<file path="src/rtl/uart_tx_fifo.sv">
// Transmit FIFO between the processor output port and the UART transmit engine.
// Bytes are queued in a circular buffer and handed to the engine one at a time, paced on txrdy.
module uart_tx_fifo #(
    parameter int DEPTH = 16,
    parameter int AW    = 4
) (
    input  logic          clk,
    input  logic          reset,
    input  logic          wr_strobe,
    input  logic [7:0]    wr_data,
    input  logic          clr_ovf,
    input  logic          txrdy_in,
    output logic          tx_load,
    output logic [7:0]    tx_data,
    output logic          full,
    output logic          empty,
    output logic [AW:0]   count,
    output logic          ovf
);

    typedef enum logic [1:0] {
        IDLE,
        LOAD,
        WAIT_BUSY,
        WAIT_RDY
    } state_t;

    localparam logic [AW:0] DEPTH_CNT = (AW+1)'(DEPTH);

    state_t        state;
    logic [7:0]    mem [DEPTH];
    logic [AW-1:0] wr_ptr;
    logic [AW-1:0] rd_ptr;
    logic          pop;
    logic          push;
    logic          drop;
    logic [AW:0]   count_next;

    // Pop looks only at registered occupancy, so a byte written this cycle is never popped this cycle.
    always_comb begin
        pop        = (state == IDLE) && !empty && txrdy_in;
        push       = wr_strobe && ((count != DEPTH_CNT) || pop);
        drop       = wr_strobe && !push;
        count_next = count;
        if (push && !pop) begin
            count_next = count + 1'b1;
        end else if (pop && !push) begin
            count_next = count - 1'b1;
        end
    end

    always_ff @(posedge clk) begin
        if (push) begin
            mem[wr_ptr] <= wr_data;
        end
    end

    always_ff @(posedge clk) begin
        if (reset) begin
            state   <= IDLE;
            wr_ptr  <= '0;
            rd_ptr  <= '0;
            count   <= '0;
            full    <= 1'b0;
            empty   <= 1'b1;
            ovf     <= 1'b0;
            tx_load <= 1'b0;
            tx_data <= '0;
        end else begin
            if (push) begin
                wr_ptr <= wr_ptr + 1'b1;
            end
            count <= count_next;
            full  <= (count_next == DEPTH_CNT);
            empty <= (count_next == '0);

            if (drop) begin
                ovf <= 1'b1;
            end else if (clr_ovf) begin
                ovf <= 1'b0;
            end

            tx_load <= 1'b0;
            case (state)
                IDLE: begin
                    if (pop) begin
                        tx_data <= mem[rd_ptr];
                        rd_ptr  <= rd_ptr + 1'b1;
                        tx_load <= 1'b1;
                        state   <= LOAD;
                    end
                end
                LOAD: begin
                    state <= WAIT_BUSY;
                end
                WAIT_BUSY: begin
                    if (!txrdy_in) begin
                        state <= WAIT_RDY;
                    end
                end
                WAIT_RDY: begin
                    if (txrdy_in) begin
                        state <= IDLE;
                    end
                end
                default: begin
                    state <= IDLE;
                end
            endcase
        end
    end

endmodule
</file>
<file path="config.mk">
export PLATFORM = sky130hd
export DESIGN_NAME = uart_tx_fifo
export DESIGN_NICKNAME = d
export VERILOG_FILES = /design/src/rtl/uart_tx_fifo.sv
export SDC_FILE = /design/constraint.sdc
export NUM_CORES = 1
export LEC_CHECK = 0
export ABC_AREA = 1
export CORE_AREA = 5 5 154 119
export CTS_CLUSTER_SIZE = 12
export DETAILED_ROUTE_END_ITERATION = 10
export DIE_AREA = 0 0 159 124
export HOLD_SLACK_MARGIN = 0.05
export RECOVER_POWER = 50
export SETUP_SLACK_MARGIN = 0.3
export SYNTH_ARGS = -nofsm -noshare
export SYNTH_HDL_FRONTEND = slang
export SYNTH_SLANG_ARGS = --single-unit
</file>
<file path="constraint.sdc">
create_clock -name clk -period 1.93 [get_ports clk]
set_input_delay 0.2895 -clock clk [delete_from_list [all_inputs] [get_ports clk]]
set_output_delay 0.2895 -clock clk [all_outputs]
set_load 0.01 [all_outputs]
</file>
# Word-level counts from Yosys, hierarchy flattened

Memories as Yosys holds them, arrays and structs flattened. A register that Yosys moved wholly into a read port is not among the register bits.
Index checks and enable logic that the tools add are counted.

Equality and inequality tests: 8
Multiplexer cells: 11
Add/sub/neg operators: 4
Reductions and logical operators: 16
Bitwise operators: 1

Operator list:

| operator              | count |
|---|---|
| $mux W5               | 2 |
| $add A4 B1 Y4 const B | 2 |
| $pmux W2 S4           | 1 |
| $logic_and A1 B1 Y1   | 6 |
| $mux W2               | 3 |
| $ne A2 B2 Y1 const B  | 3 |
| $add A5 B1 Y5 const B | 1 |
| $eq A5 B5 Y1 const B  | 1 |
| $logic_not A5 Y1      | 1 |
| $mux W1               | 5 |
| $ne A5 B5 Y1 const B  | 1 |
| $sub A5 B1 Y5 const B | 1 |
| $eq A2 B2 Y1 const B  | 2 |
| $logic_not A1 Y1      | 3 |
| $reduce_and A3 Y1     | 1 |
| $eq A2 B1 Y1 const B  | 1 |
| $logic_not A2 Y1      | 1 |
| $reduce_and A2 Y1     | 1 |
| $reduce_bool A2 Y1    | 1 |
| $reduce_or A2 Y1      | 1 |
| $logic_or A1 B1 Y1    | 1 |
| $not A1 Y1            | 1 |

Output and inout bits: 17
Input port bits: 13
Register bits: 19
Bits in writable memories: 128
Memories: 1
Logic and storage cells: 49

Memory list:

| memory | words | bits a word | read ports | clocked after Yosys merged registers in | write ports | line | source |
|---|---|---|---|---|---|---|---|
| mem    | 16    | 8           | 1          | 1                                       | 1           | 31   | `logic [7:0] mem [DEPTH];` |

# Longest topological paths before layout

Gate-level depths: netlist of run 1.

Word-level depth: 10
Gate-level depth with buffers: 13
Depth with buffers taken out: 12

# Least setup slack after synthesis of run 1

OpenSTA, ideal clock, no wires.

Path type: flip-flop to flip-flop
Start point: register count[0]
End point: memory mem[12][0] (enable)
Setup time: 370 ps
Clock period less this slack: 1877 ps
Cell stages (with the launch flop): 8
Arrival time: 1507 ps
Buffers on the path: 0
Required time: 1560 ps
Slack: 53 ps
Cell sequence: dfxtp_1 -> inv_1 -> ha_1 -> nand3_2 -> o21ai_2 -> inv_2 -> nand2_1 -> nor2_1

Cells in the longest elaborated chain, start to end: 5

RTL lines:

| item                          | line | source |
|---|---|---|
| from (decl)                   | 17   | `output logic [AW:0] count,` |
| from (signal assigned)        | 73   | `count <= count_next;` |
| $ne A5 B5 Y1                  | 42   | `push = wr_strobe && ((count != DEPTH_CNT) \|\| pop);` |
| $logic_or A1 B1 Y1            | 42   |  |
| $logic_and A1 B1 Y1           | 42   |  |
| $mux W1                       | 53   | `if (push) begin` |
| $mux W1 (implied by the code) | 54   | `mem[wr_ptr] <= wr_data;` |
| to (decl)                     | 31   |  |

No other way between the ends.

# Worst setup path in the final report of run 1

Start point: register state[0]
End point: memory mem[8][7] (enable)

Cells in the longest elaborated chain, start to end: 7

RTL lines:

| item                             | line | source |
|---|---|---|
| from (decl)                      | 30   | `state_t state;` |
| from (signal assigned)           | 60   | `state <= IDLE;` |
| from (signal assigned)           | 90   | `state <= LOAD;` |
| from (signal assigned)           | 94   | `state <= WAIT_BUSY;` |
| $logic_not A2 Y1                 | 41   | `pop = (state == IDLE) && !empty && txrdy_in;` |
| $logic_and A1 B1 Y1 (2 in a row) | 41   |  |
| $logic_or A1 B1 Y1               | 42   |  |
| $logic_and A1 B1 Y1              | 42   |  |
| $mux W1                          | 53   |  |
| $mux W1 (implied by the code)    | 54   |  |

No other way between the ends.

==> flow_summary.json, run 1 <==
{
  "run_status": "completed",
  "register_area_mm2": 0.00439,
  "grt_setup_unrepaired": "yes",
  "detail_route.wirelength_um": 16700,
  "via_count": 4578,
  "multi_input_comb_area_mm2": 0.00215,
  "drive_above_1_share": 0.199,
  "timing.final.crit_period_ns": 1.75,
  "post_synth_instance_area_mm2": 0.00654,
  "drt_first_pass_iters": 5,
  "tightest_slew_ns": 1.15,
  "finalWorstSetupSlack_ns": 0.183,
  "netlist-cell-type-count": 33,
  "grt.overflow.total": 0,
  "detailedPlace.worstSlack_ns": -0.0880,
  "crit_path_max_fanout": 8,
  "synth.largest_area_cell": "edfxtp_1",
  "final_max_slew_viol_count": 0,
  "fmax_mhz": 572,
  "clock_root_buffer": "clkbuf_16",
  "numnets_final": 674,
  "synthCells": 588,
  "synth_seq_area_share": 0.671,
  "detailedRoute.firstIterationViolations": 545,
  "drc": 0,
  "numPortBuffers": 29,
  "detail-route-antenna-nets": 0,
  "cellPowerDensity_mw_per_mm2": 1150,
  "hold_viol": 0,
  "netlist.area_leader.share": 0.588,
  "nFillCells": 1441,
  "setup_viol": 0,
  "relSlewSlack": 0.232,
  "layout_worst_path_cycle_share": 0.905,
  "clk_latency_ns": 0.43,
  "synth-warning-count": 0,
  "ys_ff_latch": 155,
  "stdcell_area_mm2": 0.00817,
  "clk_transition_reported_paths_ns": 0.07,
  "floorplan.core_area_mm2": 0.0166,
  "crit_arrival_ns": 1.85,
  "crit_path_end_kind": "register",
  "wl_per_cell_um": 19.0,
  "critPathRequiredTime_ns": 2.04,
  "area.growth.synth_to_final_pct": 25.1,
  "postSynth.topFlopCell": "edfxtp_1",
  "vdd_drop_max_mv": 0.603,
  "place.detailed.hpwl_um": 10600,
  "worstSetupPathType": "register to register",
  "maximum_number_of_pins_on_one_net_before_global_route_repair": 41,
  "die_width_um": 159,
  "synthesized_area_per_cell_um2": 11.1,
  "fin_hold_ws_ns": 0.475,
  "die_h_um": 124,
  "post_layout_nonfiller_instances": 878,
  "total_power_w": 0.00943,
  "number_of_antenna_violations_at_the_first_check_in_global_routing": 0,
  "vias_per_cell": 5.21,
  "start_util": 0.394,
  "tritoncts": "built",
  "async_flop_share": 0,
  "synthTopCellsByArea": "edfxtp_1 59%, dfxtp_1 8.3%, nor2_1 8.0%",
  "cap_viol_max_count": 0,
  "floorplan.rows": 41,
  "dpl-instance-area_mm2": 0.00735,
  "synthesis.nets": 612,
  "clock_path_buffers": 2,
  "n_antenna_cell": 0,
  "gp_congestion": 0.820,
  "cts_buffers": 17,
  "numClockSinks": 155,
  "floorplan.die_area_mm2": 0.0197,
  "timing.critical_path.from_type": "register",
  "finClkSkew_ns": 0.0119,
  "min-delay-path-class": "register to register",
  "num_io_pins": 30,
  "number_of_enable_flip_flop_cells_after_synthesis": 128,
  "first_pass_grt_wire_length_um": 25000,
  "power_leakage_nw": 2.90,
  "placed_cells": 829,
  "grt_use_total": 0.169,
  "via_count_of_the_first_global_routing_pass": 4475,
  "cts.htree.levels": 4
}
## area by class of cell
cell class              count  share of cell area
clock buffers              17              0.0521
clock inverters            15              0.0171
inverters                  31              0.0164
multi-input cells         372               0.263
flip-flops and latches    155               0.537
well taps                 215              0.0329
repair buffers             72              0.0801
repair inverters            1             0.00107
## Yosys cell counts (all sizes together) (2+ instances only)
cell type and number:
nor2 145, clkbuf 7, nand2 51, nor3 4, ha 11, a21oi 12
nand3 42, xor2 4, o211ai 24, dfxtp 27, nand4 2, buf 23
edfxtp 128, inv 30, o21ai 73
## repair_timing
action,4_1_cts,5_1_grt
pin swaps,11,13
setup endpoints to repair,146,147
hold buffers,0,0
resized for setup,43,41
setup buffers,8,7
cloned,1,1
## layout by cell type (no fill, tap or decap), types with 2 or more instances in the layout
cell type        count
clkdlybuf4s50_1      6
o211ai_1            24
clkinv_4             5
edfxtp_1           128
nor3_1               2
buf_6                4
buf_12               4
dlygate4sd2_1       10
inv_2                6
nor2_4              17
nand3_2              6
nand2_1             34
o21ai_1             49
clkdlybuf4s25_1      4
dlygate4sd3_1        8
clkbuf_16           17
nand3_4              2
clkbuf_1             9
clkinvlp_4           2
inv_6                5
dfxtp_1             23
nor2_2               6
nand3_1             34
nand2_4              4
nor2_1             122
clkinv_1             2
o21ai_0             23
xor2_1               4
dfxtp_2              3
nand2_8              4
a21oi_1             12
nand2_2              9
nand4_1              2
ha_1                10
buf_4               26
inv_1               22
## worst paths after layout
path | from | to | slack (ns) | depth (start not counted)
setup / recovery | state[0] | mem[8][7] | 0.18 | 8
hold / removal | ovf | ovf | 0.48 | 2
setup reg to reg | state[0] | mem[8][7] | 0.18 | 8
hold reg to reg | ovf | ovf | 0.48 | 2
## worst max-delay path, stage by stage (launching register included)
cell      delay [ns]
dfxtp_2         0.32
inv_1           0.07
ha_1            0.21
nand2_4         0.08
nor2_4          0.15
o21ai_4         0.09
clkinv_4        0.14
nand2_8         0.10
nor2_4          0.24
## layer usage
metal	routed length, µm	global-route usage	vias to the layer above
li1	-	-	2180
met1	7530	0.227	2235
met2	7780	0.265	138
met3	1120	0.0437	25
met4	248	0.0687	0
met5	0	0	-
## flip-flops by register name, summed over array words and instances, names as in the netlist
| signal | count |
|---|---|
| mem | 128 |
| tx_data | 8 |
| count | 5 |
| rd_ptr | 4 |
| wr_ptr | 4 |
| state | 2 |
| empty | 1 |
| full | 1 |
| ovf | 1 |
| tx_load | 1 |
## stage by stage
step | setup TNS [ns] | utilization
global route | 0 | 0.493
CTS | 0 | 0.491
global placement | -2.92 | 0.443
floorplan | 0 | -
finish | 0 | 0.493
detailed placement | -5.15 | 0.443
## power by group
group / switching, W / leakage, nW / internal, W
Combinational: 0.00140 / 1.25 / 0.000919
Clock: 0.00139 / 0.270 / 0.00179
Sequential: 0.000123 / 1.38 / 0.00380
Total: 0.00291 / 2.90 / 0.00652
## cells by family (layout without fill, tap and decap cells)
family | after synthesis | in the layout | synth area share
compound gates | 111 | 111 | 0.0955
flops | 155 | 155 | 0.671
buf+inv | 61 | 136 | 0.0460
xor+xnor | 4 | 4 | 0.00536
simple gates | 245 | 245 | 0.160
mux | 1 | 1 | 0.00153
fa+ha+maj | 11 | 11 | 0.0211
(Power assumes the default switching activity.)
==> run 2: changes to the inputs <==
SLEW_MARGIN = 15   (was unset)
==> results of run 2 <==
Final layout, timing and power as in run 1 (identical DEF).
==> run 3: changes to the inputs <==
GPL_TIMING_DRIVEN = 0   (was unset)
==> run 3 against run 2 <==
  * Via count up 5.1%
  * Core utilization increased by 2.5 points
  * Worst setup slack lost 0.032 ns
==> flow_summary.json, run 3 (synthesized netlist as in run 1, its figures left out) <==
{
  "grt_most_used_layer": "met2",
  "place.detailed.hpwl_um": 11400,
  "grt_setup_unrepaired": "yes",
  "cts_buffers": 17,
  "power.net_switching_w": 0.00300,
  "first_pass_grt_wire_length_um": 26200,
  "via_count": 4813,
  "ctsHoldBuffers": 0,
  "drc": 0,
  "layout_worst_path_cycle_share": 0.922,
  "worst_hold_stages": 4,
  "grtUsageMet3": 0.0463,
  "combinationalPowerShare": 0.256,
  "met2_usage": 0.273,
  "run_status": "completed",
  "worst_r2r_startpoint": "count[0]",
  "stdcell_area_mm2": 0.00859,
  "min-delay-path-class": "primary input to register",
  "intPower_w": 0.00703,
  "cap_viol_max_count": 0,
  "final_max_slew_viol_count": 0,
  "grt_use_total": 0.179,
  "detailedRoute.firstIterationViolations": 546,
  "largest_reg_flops": 128,
  "crit_arrival_ns": 1.96,
  "cts.htree.levels": 4,
  "numPortBuffers": 28,
  "timing.hold.worst_endpoint": "tx_data[7]",
  "power.clock.fraction": 0.353,
  "floorplan.rows": 41,
  "multi_input_comb_area_mm2": 0.00217,
  "worstReg2RegEnd": "mem[4][3]",
  "number_of_antenna_violations_at_the_first_check_in_global_routing": 0,
  "wl_per_cell_um": 19.6,
  "hold_viol": 0,
  "timing.critical_path.cells": "inv_4 > ha_4 > nand3_4 > o21ai_4 > clkinv_4 > nand2_4 > nor2_4 > buf_12",
  "gp_congestion": 0.874,
  "num_io_pins": 30,
  "cellPowerDensity_mw_per_mm2": 1170,
  "detail_route.wirelength_um": 17600,
  "clk_transition_reported_paths_ns": 0.06,
  "largest_registers_ranked_by_flip_flop_count": "mem (128), tx_data (8), count (5)",
  "start_util": 0.394,
  "tightest_slew_ns": 0.851,
  "layout.cells.most_common": "edfxtp_1",
  "cp_slowest_stage_delay_ns": 0.38,
  "n_antenna_cell": 0,
  "floorplan.core_area_mm2": 0.0166,
  "register_area_mm2": 0.00439,
  "nFillCells": 1380,
  "fmax_mhz": 562,
  "clk_latency_ns": 0.42,
  "crit_path_max_fanout": 8,
  "relSlewSlack": 0.431,
  "drt_first_pass_iters": 5,
  "die_width_um": 159,
  "detailedPlace.worstSlack_ns": -0.247,
  "critPathRequiredTime_ns": 2.11,
  "numnets_final": 692,
  "timing.reg2reg.setup_slack_ns": 0.15,
  "drive_above_1_share": 0.239,
  "power.sequential.fraction": 0.391,
  "finClkSkew_ns": 0.0100,
  "dpl-instance-area_mm2": 0.00721,
  "power_leakage_nw": 3.09,
  "vias_per_cell": 5.37,
  "via_count_of_the_first_global_routing_pass": 4677,
  "fin_hold_ws_ns": 0.355,
  "die_h_um": 124,
  "clock_root_buffer": "clkbuf_16",
  "timing.final.crit_period_ns": 1.78,
  "maximum_number_of_pins_on_one_net_before_global_route_repair": 17,
  "floorplan.die_area_mm2": 0.0197,
  "critPathSlowestCell": "dfxtp_1",
  "setup_total_negative_slack_ns": 0,
  "crit_path_end_kind": "register",
  "cp_top_family": "buffers and inverters",
  "area.growth.synth_to_final_pct": 31.4,
  "critical_path_buf_inv_count": 3,
  "worstSetupPathType": "register to register",
  "global_route.usage.met1": 0.249,
  "clock_path_buffers": 2,
  "setup_viol": 0,
  "vdd_drop_max_mv": 0.649,
  "top_register": "mem",
  "detail-route-antenna-nets": 0,
  "tritoncts": "built",
  "grt.overflow.total": 0,
  "reg2reg_depth": 8,
  "finalWorstSetupSlack_ns": 0.151,
  "hold_path_startpoint": "reset",
  "timing.critical_path.from_type": "register",
  "numClockSinks": 155,
  "power.switching_fraction": 0.300,
  "final_cell_mix": "128 x edfxtp_1, 120 x nor2_1, 46 x o21ai_1"
}
==> run 3: changes by cell type in the layout (fill, tap and decap cells not counted), moves of 4 or more <==
cell           change
buf_12             +9
buf_8              +5
clkbuf_1           -5
buf_2              +4
buf_6              +4
clkbuf_2           +4
clkinv_4           -4
dlygate4sd2_1      -4
nor2_4             +4
==> run 3: tightest hold or removal path: cells and delay by family <==
family                 cells  cell delay [ns]
buffers and inverters      2             0.25
and+or+nand+nor            2             0.21
==> run 3: power by group through the flow <==
| stage | Combinational, W | Sequential [W] | Clock, W |
|---|---|---|---|
| 2_1_floorplan | 0.00124 | 0.00399 | 0 |
| 4_1_cts | 0.00223 | 0.00392 | 0.00356 |
| 3_3_place_gp | 0.00194 | 0.00397 | 0 |
| 3_5_place_dp | 0.00198 | 0.00398 | 0 |
| 6_report | 0.00257 | 0.00393 | 0.00354 |
| 5_1_grt | 0.00278 | 0.00394 | 0.00374 |
==> run 3: stage by stage <==
step	util	cells	total power, W
after floorplan	-	588	0.00524
after global placement	0.435	831	0.00591
after detailed placement	0.435	831	0.00596
after CTS	0.499	884	0.00971
after global routing	0.518	896	0.0105
final	0.518	896	0.0100
==> run 3: worst max path at each step <==
stage	cells past startpoint	from	to
final	8	count[0]	mem[4][3]
after global routing	14	state[0]	full
after CTS	8	state[1]	mem[7][3]
after detailed placement	7	txrdy_in	mem[2][2]
after global placement	7	txrdy_in	mem[2][0]
after floorplan	7	count[0]	mem[0][0]
==> run 3: per-layer routing <==
metal,wire (µm),part of all wire,up-vias
met3,1410,0.080,43
met1,7950,0.45,2357
met5,0,0,-
met2,7790,0.44,189
li1,-,-,2224
met4,425,0.024,0
==> run 3: area by class of cell <==
type | instances | area share
plain buffers | 30 | 0.0329
clock buffers | 18 | 0.0500
clock inverters | 14 | 0.0224
inverters | 31 | 0.0163
multi-input cells | 372 | 0.253
flip-flops and latches | 155 | 0.511
well taps | 215 | 0.0313
repair buffers | 61 | 0.0829
==> run 3: what timing repair did <==
action | in CTS | in global routing
hold endpoints to repair | 0 | 0
gates resized for setup | 48 | 78
gates cloned | 0 | 3
setup buffers | 21 | 9
pin swaps | 19 | 26
endpoints found under the setup margin | 146 | 152
